==> src/rtl/ats21_pkg.sv <==
// Shared ATS21 constants and types, used by the timer core and by the alarm queue.
package ats21_pkg;

    localparam int NUM_ALARMS = 24;
    localparam int ALARM_ID_W = $clog2(NUM_ALARMS);

    typedef logic [ALARM_ID_W-1:0] alarm_id_t;
    typedef logic [NUM_ALARMS-1:0] alarm_mask_t;

    // Returns a one-hot mask for an in-range ID, or all zeros for an out-of-range ID.
    function automatic alarm_mask_t id_to_mask(alarm_id_t id);
        alarm_mask_t mask;
        mask = '0;
        if (int'(id) < NUM_ALARMS) begin
            mask[id] = 1'b1;
        end
        return mask;
    endfunction

endpackage

==> src/rtl/ats21_event_fifo.sv <==
// In-order event FIFO. A push and a pop may happen in the same cycle, including when the FIFO is full.
module ats21_event_fifo #(
    parameter int DEPTH = 8,
    parameter int WIDTH = 5
) (
    input  logic                     clk,
    input  logic                     reset,
    input  logic                     push,
    input  logic [WIDTH-1:0]         push_data,
    input  logic                     pop,
    output logic [WIDTH-1:0]         head,
    output logic [$clog2(DEPTH):0]   count,
    output logic                     full,
    output logic                     empty
);

    localparam int PTR_W = $clog2(DEPTH);
    localparam int CNT_W = PTR_W + 1;

    logic [WIDTH-1:0] mem [DEPTH];
    logic [PTR_W-1:0] wr_ptr;
    logic [PTR_W-1:0] rd_ptr;
    logic             do_push;
    logic             do_pop;

    assign empty   = (count == '0);
    assign full    = (count == CNT_W'(DEPTH));
    assign do_pop  = pop && !empty;
    assign do_push = push && (!full || do_pop);

    // The head reads as zero when the FIFO is empty, so stale data never leaks out.
    assign head = empty ? '0 : mem[rd_ptr];

    always_ff @(posedge clk) begin
        if (do_push) begin
            mem[wr_ptr] <= push_data;
        end
    end

    always_ff @(posedge clk or negedge reset) begin
        if (!reset) begin
            wr_ptr <= '0;
            rd_ptr <= '0;
            count  <= '0;
        end else begin
            if (do_push) begin
                wr_ptr <= wr_ptr + PTR_W'(1);
            end
            if (do_pop) begin
                rd_ptr <= rd_ptr + PTR_W'(1);
            end
            count <= count + CNT_W'(do_push) - CNT_W'(do_pop);
        end
    end

endmodule

==> src/rtl/ats21_alarm_queue.sv <==
// Turns each ATS21 alarm expiry into one queued alarm-ID event for the host.
// Also keeps a sticky per-alarm pending mask and an overflow flag.
module ats21_alarm_queue
    import ats21_pkg::*;
#(
    parameter int NUM_ALARMS = ats21_pkg::NUM_ALARMS,
    parameter int DEPTH      = 8,
    parameter int ID_W       = $clog2(NUM_ALARMS)
) (
    input  logic                      clk,
    input  logic                      reset,
    input  logic [NUM_ALARMS-1:0]     alarm_data,
    output logic                      evt_valid,
    input  logic                      evt_ready,
    output logic [ID_W-1:0]           evt_id,
    output logic [$clog2(DEPTH):0]    evt_count,
    output logic [NUM_ALARMS-1:0]     pending,
    input  logic                      clr_req,
    input  logic [ID_W-1:0]           clr_id,
    output logic                      overflow,
    input  logic                      ovf_clr
);

    logic [NUM_ALARMS-1:0] prev;
    logic [NUM_ALARMS-1:0] arm;
    logic [NUM_ALARMS-1:0] rise;
    logic [NUM_ALARMS-1:0] push_mask;
    logic [NUM_ALARMS-1:0] clr_mask;
    logic [ID_W-1:0]       sel_id;
    logic                  have_arm;
    logic                  push;
    logic                  pop;
    logic                  coalesce;
    logic                  fifo_full;
    logic                  fifo_empty;

    assign rise = alarm_data & ~prev;
    assign pop  = evt_valid && evt_ready;

    // Lowest-index armed alarm wins.
    always_comb begin
        sel_id   = '0;
        have_arm = 1'b0;
        for (int i = NUM_ALARMS - 1; i >= 0; i--) begin
            if (arm[i]) begin
                sel_id   = ID_W'(i);
                have_arm = 1'b1;
            end
        end
    end

    // When the FIFO is full, a same-cycle pop frees the slot for this push.
    assign push = have_arm && (!fifo_full || pop);

    always_comb begin
        push_mask = '0;
        if (push) begin
            push_mask[sel_id] = 1'b1;
        end
    end

    always_comb begin
        clr_mask = '0;
        if (clr_req && (int'(clr_id) < NUM_ALARMS)) begin
            clr_mask[clr_id] = 1'b1;
        end
    end

    // A rise on a bit being pushed this cycle re-arms it and is not counted as coalesced.
    assign coalesce = |(rise & arm & ~push_mask);

    always_ff @(posedge clk or negedge reset) begin
        if (!reset) begin
            prev     <= '0;
            arm      <= '0;
            pending  <= '0;
            overflow <= 1'b0;
        end else begin
            prev     <= alarm_data;
            arm      <= (arm & ~push_mask) | rise;
            pending  <= (pending & ~clr_mask) | rise;
            overflow <= coalesce | (overflow & ~ovf_clr);
        end
    end

    ats21_event_fifo #(
        .DEPTH (DEPTH),
        .WIDTH (ID_W)
    ) u_fifo (
        .clk       (clk),
        .reset     (reset),
        .push      (push),
        .push_data (sel_id),
        .pop       (pop),
        .head      (evt_id),
        .count     (evt_count),
        .full      (fifo_full),
        .empty     (fifo_empty)
    );

    assign evt_valid = !fifo_empty;

endmodule

==> config.mk <==
export PLATFORM = sky130hd
export DESIGN_NAME = ats21_alarm_queue
export DESIGN_NICKNAME = d
export VERILOG_FILES = /design/src/rtl/ats21_pkg.sv /design/src/rtl/ats21_event_fifo.sv /design/src/rtl/ats21_alarm_queue.sv
export SDC_FILE = /design/constraint.sdc
export NUM_CORES = 1
export LEC_CHECK = 0
export ABC_AREA = 1
export CORE_AREA = 2 2 89 134
export CTS_BUF_LIST = sky130_fd_sc_hd__clkbuf_4 sky130_fd_sc_hd__clkbuf_8
export DETAILED_ROUTE_END_ITERATION = 6
export DIE_AREA = 0 0 91 136
export PLACE_DENSITY = 0.77
export SLEW_MARGIN = 20
export SYNTH_ARGS = -nofsm -noshare
export SYNTH_HDL_FRONTEND = slang
export SYNTH_SLANG_ARGS = --single-unit
==> constraint.sdc <==
create_clock -name clk -period 5.05 [get_ports clk]
set_input_delay 1.01 -clock clk [delete_from_list [all_inputs] [get_ports clk]]
set_output_delay 1.01 -clock clk [all_outputs]
set_load 0.05 [all_outputs]
==> results.md, run 1 <==
STA:
- Across the routed clock network, the largest skew measured is approximately 11 ps.
- In the final timing run, aggregate negative setup slack is 0 ps.
- The transition time at the pin with the least slew margin is 753 ps.
- Setup repair after global routing left no endpoint under its margin.
- The number of failing hold endpoints at the final stage was 0.
- The worst slew margin relative to its limit is 0.498.
- The portion of the clock cycle consumed by the worst path in the final layout is 0.772.
- The shortest clock period the worst path allows after layout is 3900 ps.
- The number of pins with negative max-slew slack in the final report is 0.
- The final number of setup-violating endpoints is 0.
- For this run, the top clock speed supported by timing is 257 MHz.

Worst hold path:
- The destination of the worst hold path is pending[0]$_DFF_PN0_.
- The tightest min-delay check is of the flip-flop to flip-flop type.
- The startpoint identified for the worst hold timing path is prev[0]$_DFF_PN0_.
- Along the worst hold path, the cell count comes to 1.

Setup path:
- The number of cells on the worst reg-to-reg path is 14.
- The worst setup path is launched from a flip-flop.
- The startpoint identified for the worst register-to-register timing path is arm[16]$_DFF_PN0_.
- The worst flop-to-flop path endpoint is overflow$_DFF_PN0_.
- The longest individual stage delay on the worst path is 830 ps.
- By startpoint and endpoint, the worst setup path is classified as flip-flop to output pin.
- For this design, the slowest cell found on the critical path is sky130_fd_sc_hd__clkdlybuf4s50_1.
- Walking the worst path, the cells encountered are inv_1 -> o21ai_0 -> o22ai_1 -> o21ai_0 -> a31oi_1 -> clkdlybuf4s50_1.
- STA classifies the critical path endpoint as an output pin.
- The register-to-register setup slack is 2250 ps.
- The critical path data arrival time is roughly 2900 ps.
- At the worst endpoint, the required time is 4040 ps.
- Of all nets on the critical path, the largest fanout is 22.
- The critical path's most frequent cell is sky130_fd_sc_hd__o21ai_0.

Floorplan:
- The effective utilization at floorplan is 0.487.
- The area enclosed by the die boundary is between 0.01 and 0.015 mm2.
- The height of the die is 136 um.
- The number of I/O pins is 69.
- The floorplan step set the die width to 91 um.
- In this run the standard cell core region covers 0.0113 mm2.
- The row count is 48.

Synthesis:
- The number of distinct standard cells referenced by the synthesized netlist is 34.
- The mapped netlist covers 0.00550 mm2.
- The number of synthesized register bits is around 120.
- Yosys printed 0 warnings.
- Synthesis produced a netlist with a net count of 651.
- The share of the Yosys chip area taken by registers is 0.596.
- The mean instance size in the synthesized netlist is 9.05 um2.
- The gate count of the mapped netlist is 608.

Clock network:
- The longest clock path from root to sink contains 2 buffers.
- The clock transition at the registers of the reported paths is 70 ps.
- The number of H-tree branching levels is 4.
- The number of buffers added by the clock tree synthesis step is 17.
- Hold repair after CTS inserted 0 buffers.
- The post-cts repair resize count is 0.
- CTS saw 123 sinks.
- The number of setup buffers added after CTS is 0.
- The TritonCTS clock tree is done.
- The clock latency on the worst-skew pair is 440 ps.
- The root buffer cell is sky130_fd_sc_hd__clkbuf_8.

Placement:
- The congestion estimate from routability-driven global placement came to 0.924.
- Buffers placed on the I/O ports in this run total 68.
- Including well taps, the total number of placed cells is between 800 and 900.
- The HPWL after detailed placement is between 9 and 10 mm.

Routing:
- The number of detailed-routing iterations run before antenna repair is 5.
- The remaining antenna violation count is 0.
- The detailed router finished its first iteration with 231 violations.
- The final routed wirelength across all metal layers is 12.8 mm.
- The via count of the routed design is approximately 4300.
- The number of DRC violations after detailed routing is 0.
- The average wire per cell in the routed design is 15.0 um.
- The number of vias per cell after detailed routing is approximately 5.

Job:
- Max-cap violations in this run came to 0.

Layout:
- In the final layout, the share of cells above drive strength 1 is 0.0800.
- 0 antenna diodes ended up in the layout.
- Excluding fillers, the count of instances in the completed layout stands at 850.
- The combined area of the multi-input logic cells is 0.00182 mm2.
- The area growth from synthesis to layout is 22.3%.
- The storage element area is 0.00328 mm2.
- After the last flow step, the layout net total stands at 730.
- The filler cells instantiated in the layout total 1013.

Power and ir drop:
- The worst-case IR drop observed on VDD is roughly 0.00025 V.
- The design draws roughly 3.3 mW.
- In this run the power density over the cells is just under 500 mW/mm2.
- The leakage power of the design is 2.99 nW.

Outcome:
- The run finished with clean final reports.

Global route:
- The via count of the first global-routing pass is 4407.
- The remaining global-route overflow is 0.
- Entering global routing, the biggest net connects 84 pins.
- The global-route wire length before repair is 20.7 mm.
- The combined global-route utilization of all metal layers is 0.219.
- The number of antenna violations at the first check in global routing was 0.
logic make-up (layout without fill, tap and decap cells):
kind of cell,after synthesis,after routing,synth area share
AO/OA/AOI/OAI,69,69,0.0687
XOR/XNOR,5,5,0.00796
adder cells (fa/ha/maj),9,9,0.0218
buffers and inverters,110,202,0.0753
flip-flops,123,123,0.596
AND/OR/NAND/NOR,292,292,0.231
flip-flops by register name, summed over array words and instances (netlist names):
signal and flops:
u_fifo.mem 40, arm 24, pending 24, prev 24
u_fifo.count 4, u_fifo.rd_ptr 3, u_fifo.wr_ptr 3, overflow 1
stage by stage:
| step | util | hold slack, ps | setup WS (ps) | instance area [um2] |
|---|---|---|---|---|
| floorplan | - | 425 | 1650 | 5500 |
| global placement | 0.561 | 438 | 1650 | 6340 |
| detailed placement | 0.561 | 456 | 1620 | 6340 |
| CTS | 0.595 | 455 | 1150 | 6720 |
| global route | 0.596 | 491 | 887 | 6730 |
| finish | 0.596 | 454 | 1150 | 6730 |
layout make-up:
type / instances / share of cell area
Clock inverter: 15 / 0.0223
Clock buffer: 17 / 0.0348
Multi-Input combinational cell: 375 / 0.270
Sequential cell: 123 / 0.487
Timing Repair Buffer: 68 / 0.101
Tap cell: 150 / 0.0279
Inverter: 102 / 0.0569
per-layer routing:
| layer | GRT usage | vias to the layer above | share of wire |
|---|---|---|---|
| met5 | 0 | - | 0 |
| met1 | 0.220 | 2013 | 0.37 |
| met3 | 0.0510 | 41 | 0.036 |
| li1 | - | 2102 | - |
| met2 | 0.405 | 114 | 0.54 |
| met4 | 0.131 | 0 | 0.054 |
cells in the mapped netlist:
cell type	instances	area share
sky130_fd_sc_hd__nand2_1	140	0.095
sky130_fd_sc_hd__inv_1	95	0.065
sky130_fd_sc_hd__dfrtp_1	83	0.38
sky130_fd_sc_hd__nor2_1	80	0.055
sky130_fd_sc_hd__o21ai_0	52	0.047
sky130_fd_sc_hd__nand3_1	47	0.043
sky130_fd_sc_hd__edfxtp_1	40	0.22
sky130_fd_sc_hd__ha_1	8	0.018
sky130_fd_sc_hd__clkbuf_1	7	0.0048
sky130_fd_sc_hd__inv_2	7	0.0048
sky130_fd_sc_hd__nand4_1	6	0.0068
sky130_fd_sc_hd__a31oi_1	5	0.0057
sky130_fd_sc_hd__nand3_2	5	0.0091
sky130_fd_sc_hd__o22ai_1	5	0.0057
sky130_fd_sc_hd__nand2_4	3	0.0061
sky130_fd_sc_hd__xor2_1	3	0.0048
sky130_fd_sc_hd__a21oi_1	2	0.0018
sky130_fd_sc_hd__nor3_2	2	0.0036
sky130_fd_sc_hd__or2_2	2	0.0023
sky130_fd_sc_hd__xnor2_1	2	0.0032
sky130_fd_sc_hd__a21boi_0	1	0.0014
sky130_fd_sc_hd__a21oi_2	1	0.0016
sky130_fd_sc_hd__buf_2	1	0.00091
sky130_fd_sc_hd__fa_1	1	0.0036
sky130_fd_sc_hd__nand2_2	1	0.0011
sky130_fd_sc_hd__nor2_2	1	0.0011
sky130_fd_sc_hd__nor2_4	1	0.0020
sky130_fd_sc_hd__nor3_1	1	0.00091
sky130_fd_sc_hd__nor4_1	1	0.0011
sky130_fd_sc_hd__nor4_2	1	0.0023
sky130_fd_sc_hd__o2111a_1	1	0.0020
sky130_fd_sc_hd__o211ai_2	1	0.0023
sky130_fd_sc_hd__o21ai_1	1	0.00091
sky130_fd_sc_hd__or2_1	1	0.0011
where the power goes:
| group | internal [mW] | switching [mW] |
|---|---|---|
| Sequential | 1.24 | 0.118 |
| Combinational | 0.370 | 0.779 |
| Clock | 0.436 | 0.399 |
| Total | 2.05 | 1.30 |
worst max-delay path by stage:
| stage | start | to | cells after the start |
|---|---|---|---|
| floorplan | u_fifo.count[2]$_DFF_PN0_ | evt_id[0] | 5 |
| global placement | u_fifo.rd_ptr[0]$_DFFE_PN0P_ | evt_id[2] | 6 |
| detailed placement | u_fifo.rd_ptr[0]$_DFFE_PN0P_ | evt_id[2] | 6 |
| CTS | u_fifo.rd_ptr[0]$_DFFE_PN0P_ | evt_id[2] | 6 |
| global route | u_fifo.rd_ptr[0]$_DFFE_PN0P_ | evt_id[4] | 6 |
| finish | u_fifo.rd_ptr[0]$_DFFE_PN0P_ | evt_id[2] | 6 |
critical path: cells and delay by family (launching register included):
kind	cells	cell delay (ps)
AOI/OAI and AO/OA	4	530
buffers and inverters	2	1320
DFF	1	600
cells in the final DEF, fill, tap and decap left out, types with 2 or more instances in the layout:
master / Yosys / final
sky130_fd_sc_hd__nand2_4: 3 / 3
sky130_fd_sc_hd__ha_1: 8 / 8
sky130_fd_sc_hd__clkinv_1: 0 / 3
sky130_fd_sc_hd__a21oi_1: 2 / 2
sky130_fd_sc_hd__xnor2_1: 2 / 2
sky130_fd_sc_hd__xor2_1: 3 / 3
sky130_fd_sc_hd__inv_1: 95 / 95
sky130_fd_sc_hd__a31oi_1: 5 / 5
sky130_fd_sc_hd__nor3_2: 2 / 3
sky130_fd_sc_hd__or2_2: 2 / 2
sky130_fd_sc_hd__o21ai_0: 52 / 52
sky130_fd_sc_hd__clkinv_4: 0 / 3
sky130_fd_sc_hd__clkbuf_8: 0 / 17
sky130_fd_sc_hd__bufinv_16: 0 / 2
sky130_fd_sc_hd__inv_2: 7 / 7
sky130_fd_sc_hd__nand3_2: 5 / 5
sky130_fd_sc_hd__o22ai_1: 5 / 5
sky130_fd_sc_hd__nand2_1: 140 / 140
sky130_fd_sc_hd__clkinvlp_4: 0 / 4
sky130_fd_sc_hd__nand4_1: 6 / 6
sky130_fd_sc_hd__nor2_1: 80 / 80
sky130_fd_sc_hd__nand3_1: 47 / 47
sky130_fd_sc_hd__edfxtp_1: 40 / 40
sky130_fd_sc_hd__clkdlybuf4s50_1: 0 / 67
sky130_fd_sc_hd__inv_6: 0 / 2
sky130_fd_sc_hd__dfrtp_1: 83 / 83
No activity file was read; power rests on OpenSTA's default activity.
==> inputs of run 2 (changes only) <==
clock period = 3.8 ns   (was 5.05 ns; I/O delays follow)
==> run 2 against run 1 <==
Critical path depth unchanged; sequential share of layout area is essentially flat; total power rose by 32%; clock-buffer cell count up 7; die area is the same; design area hardly changed; register-to-register slack lost 1300 ps; routed wire length up 0.23%; non-clock buffer count grew 2; sequential power is 30% higher; clock skew is 0.98 ps lower.
==> results.md, run 2 (synthesis results as in run 1) <==
Setup path:
- The critical path data arrival time was 2610 ps (-280 ps).
- The classification of the worst setup path is flip-flop to output pin.
- The longest individual stage delay on the worst path is 840 ps (about the same).
- The critical path buffer and inverter count is 2 (unchanged).
- Traced cell by cell, the critical path runs through inv_1 -> nor2_1 -> o22ai_1 -> o21ai_0 -> a31oi_1 -> clkdlybuf4s50_1.
- Among all stages on the critical path, the largest delay is contributed by sky130_fd_sc_hd__clkdlybuf4s50_1.
- The register-to-register setup slack was 930 ps (-1320 ps).
- STA classifies the critical path startpoint as a flip-flop.
- The endpoint type of the worst setup path is an output pin.
- The top cell family by delay on the critical path is buffers and inverters.
- The required time at the endpoint of the critical path was 3040 ps (-1000 ps).
- The maximum net fanout on the critical path was 21 (-4.5%).

Routing:
- The number of vias per cell after detailed routing was 5.10 (+1.4%).
- The final routed wirelength across all metal layers is 12.8 mm (+0.23%).
- The via count of the routed design is 4336 (+1.5%).
- The average wire per cell in the routed design is 15.0 um (+0.11%).
- The number of violations reported at the end of detailed-routing iteration 0 is 321 (+39%).
- The number of DRC violations after detailed routing was 0 (unchanged).
- The remaining antenna violation count is 0 (unchanged).
- The number of detailed-routing iterations run before antenna repair is 6 (+1).

Floorplan:
- The floorplan core area is 0.0113 mm2 (unchanged).
- The area enclosed by the die boundary came to 0.0124 mm2 (unchanged).
- The height of the die is 136 um (unchanged).
- The effective utilization at floorplan is 0.487 (unchanged).
- The die span in x is 91 um (unchanged).
- The number of I/O pins is 69 (unchanged).
- The row count is 48 (unchanged).

Global route:
- The global-route wire length before repair is 21.3 mm (+3.0%).
- The remaining global-route overflow is 0 (unchanged).
- The pin count of the biggest net entering global routing came to 84 (unchanged).
- The number of antenna violations at the first check in global routing is 0 (unchanged).
- The via count of the first global-routing pass is 4480 (+1.7%).
- The combined global-route utilization of all metal layers is 0.225 (+0.00662).

Job:
- The count of max-cap constraint violations was 0 (unchanged).

Clock network:
- The clock transition at the registers of the reported paths is 70 ps (about the same).
- The number of setup buffers added after CTS is 0 (unchanged).
- The root buffer cell is sky130_fd_sc_hd__clkbuf_8.
- The number of H-tree branching levels came to 4 (unchanged).
- The hold-fix buffer count after cts is 0 (unchanged).
- The post-cts repair resize count came to 0 (unchanged).
- TritonCTS built the clock tree.
- The clock latency on the worst-skew pair is 430 ps (about the same).
- The number of buffers added by the clock tree synthesis step was 17 (unchanged).
- The number of buffers on the longest clock path is 2 (unchanged).
- The number of clock sinks came to 123 (unchanged).

STA:
- The shortest clock period the worst path allows after layout is 3370 ps.
- The number of failing hold endpoints at the final stage is 0 (unchanged).
- The final worst clock skew is 10.2 ps (-0.981 ps).
- The total negative setup slack is 0 ps (unchanged).
- The maximum clock rate is between 200 and 300 MHz.
- The worst slew margin relative to its limit is 0.498 (about the same).
- The final number of setup-violating endpoints was 0 (unchanged).
- Setup repair after global routing left no endpoint under its margin.
- The portion of the clock cycle consumed by the worst path in the final layout is 0.887.
- The number of pins with negative max-slew slack in the final report is 0 (unchanged).
- The transition time at the pin with the least slew margin is 753 ps (-0.338 ps).

Outcome:
- The flow ran to the end, and the final reports show no timing, DRC or antenna violations.

Placement:
- The placed wire-length estimate after detailed placement is 9.61 mm (+0.33%).
- The last weighted congestion value of the routability-driven placer was 0.910 (-1.4%).
- The cell count after placement was 820 (+0.24%).
- The number of buffers inserted by port buffering is 68 (unchanged).

Layout:
- The count of antenna diodes in the layout came to 0 (unchanged).
- Leaving out fill and tap cells, the most frequent cells in the layout are sky130_fd_sc_hd__nand2_1 (140), sky130_fd_sc_hd__inv_1 (95), sky130_fd_sc_hd__dfrtp_1 (83).
- The ratio of cells with drive above 1 in the final layout was 0.0842 (+0.00417).
- The layout-stage area growth over the synthesis result is 22.3% (about the same).
- The final non-filler cell total is 851 (+0.12%).
- The commonest non-fill, non-tap cell in the layout is sky130_fd_sc_hd__nand2_1.
- The number of flip-flops in the largest register is 40 (unchanged).
- The total number of nets in the final design is 732 (+0.27%).
- Ranked by flip-flop count, first place goes to u_fifo.mem.

Worst hold path:
- The class of the worst hold path is input port to async pin.

Power and ir drop:
- The maximum vdd ir drop is 0.000335 V (+37%).
- The cell area power density is 658 mW/mm2 (+32%).
- The leakage power of the design is 3.01 nW (+0.59%).
[run 2: changes by cell type in the layout (fill, tap and decap cells not counted), sizes merged]
| cell | change |
|---|---|
| buf | +2 |
| bufinv | -1 |
| clkbuf | +7 |
| clkinv | -4 |
| clkinvlp | -1 |
| inv | -2 |
[run 2: final timing paths]
kind | depth (start not counted) | end | start
max | 6 | evt_id[2] | u_fifo.rd_ptr[0]$_DFFE_PN0P_
min | 1 | pending[22]$_DFF_PN0_ | reset
max reg2reg | 14 | overflow$_DFF_PN0_ | arm[16]$_DFF_PN0_
min reg2reg | 1 | pending[0]$_DFF_PN0_ | prev[0]$_DFF_PN0_
max in group asynchronous | 1 | u_fifo.rd_ptr[0]$_DFFE_PN0P_ | reset
min in group clk | 1 | pending[0]$_DFF_PN0_ | prev[0]$_DFF_PN0_
[run 2: per-stage QoR]
stage / hold slack [ps] / utilization / instance area (um2) / setup slack [ps] / power (mW)
5_1_grt: 420 / 0.596 / 6730 / 181 / 4.69
3_5_place_dp: 476 / 0.563 / 6350 / 853 / 3.39
6_report: 369 / 0.596 / 6730 / 431 / 4.43
4_1_cts: 476 / 0.596 / 6730 / 385 / 4.47
2_1_floorplan: 425 / - / 5500 / 655 / 2.88
3_3_place_gp: 437 / 0.563 / 6350 / 896 / 3.33
[run 2: power by group]
| part | switching, mW | total [mW] | internal [mW] |
|---|---|---|---|
| sequential | 0.123 | 1.77 | 1.65 |
| combinational | 1.08 | 1.58 | 0.498 |
| clock | 0.482 | 1.07 | 0.590 |
[run 2: routing by layer]
layer | global-route usage | share of wire | up-vias
met5 | 0 | 0 | -
met4 | 0.129 | 0.043 | 0
met3 | 0.0493 | 0.043 | 37
met2 | 0.424 | 0.56 | 129
met1 | 0.226 | 0.36 | 2069
li1 | - | - | 2101
[run 2: cell type report]
class	instances	area [um2]
clock buffer	24	305
timing repair buffer	70	697
inverter	102	383
clock inverter	7	67.6
multi-input combinational	375	1810
tap	150	188
fill	1044	4560
sequential	123	3280
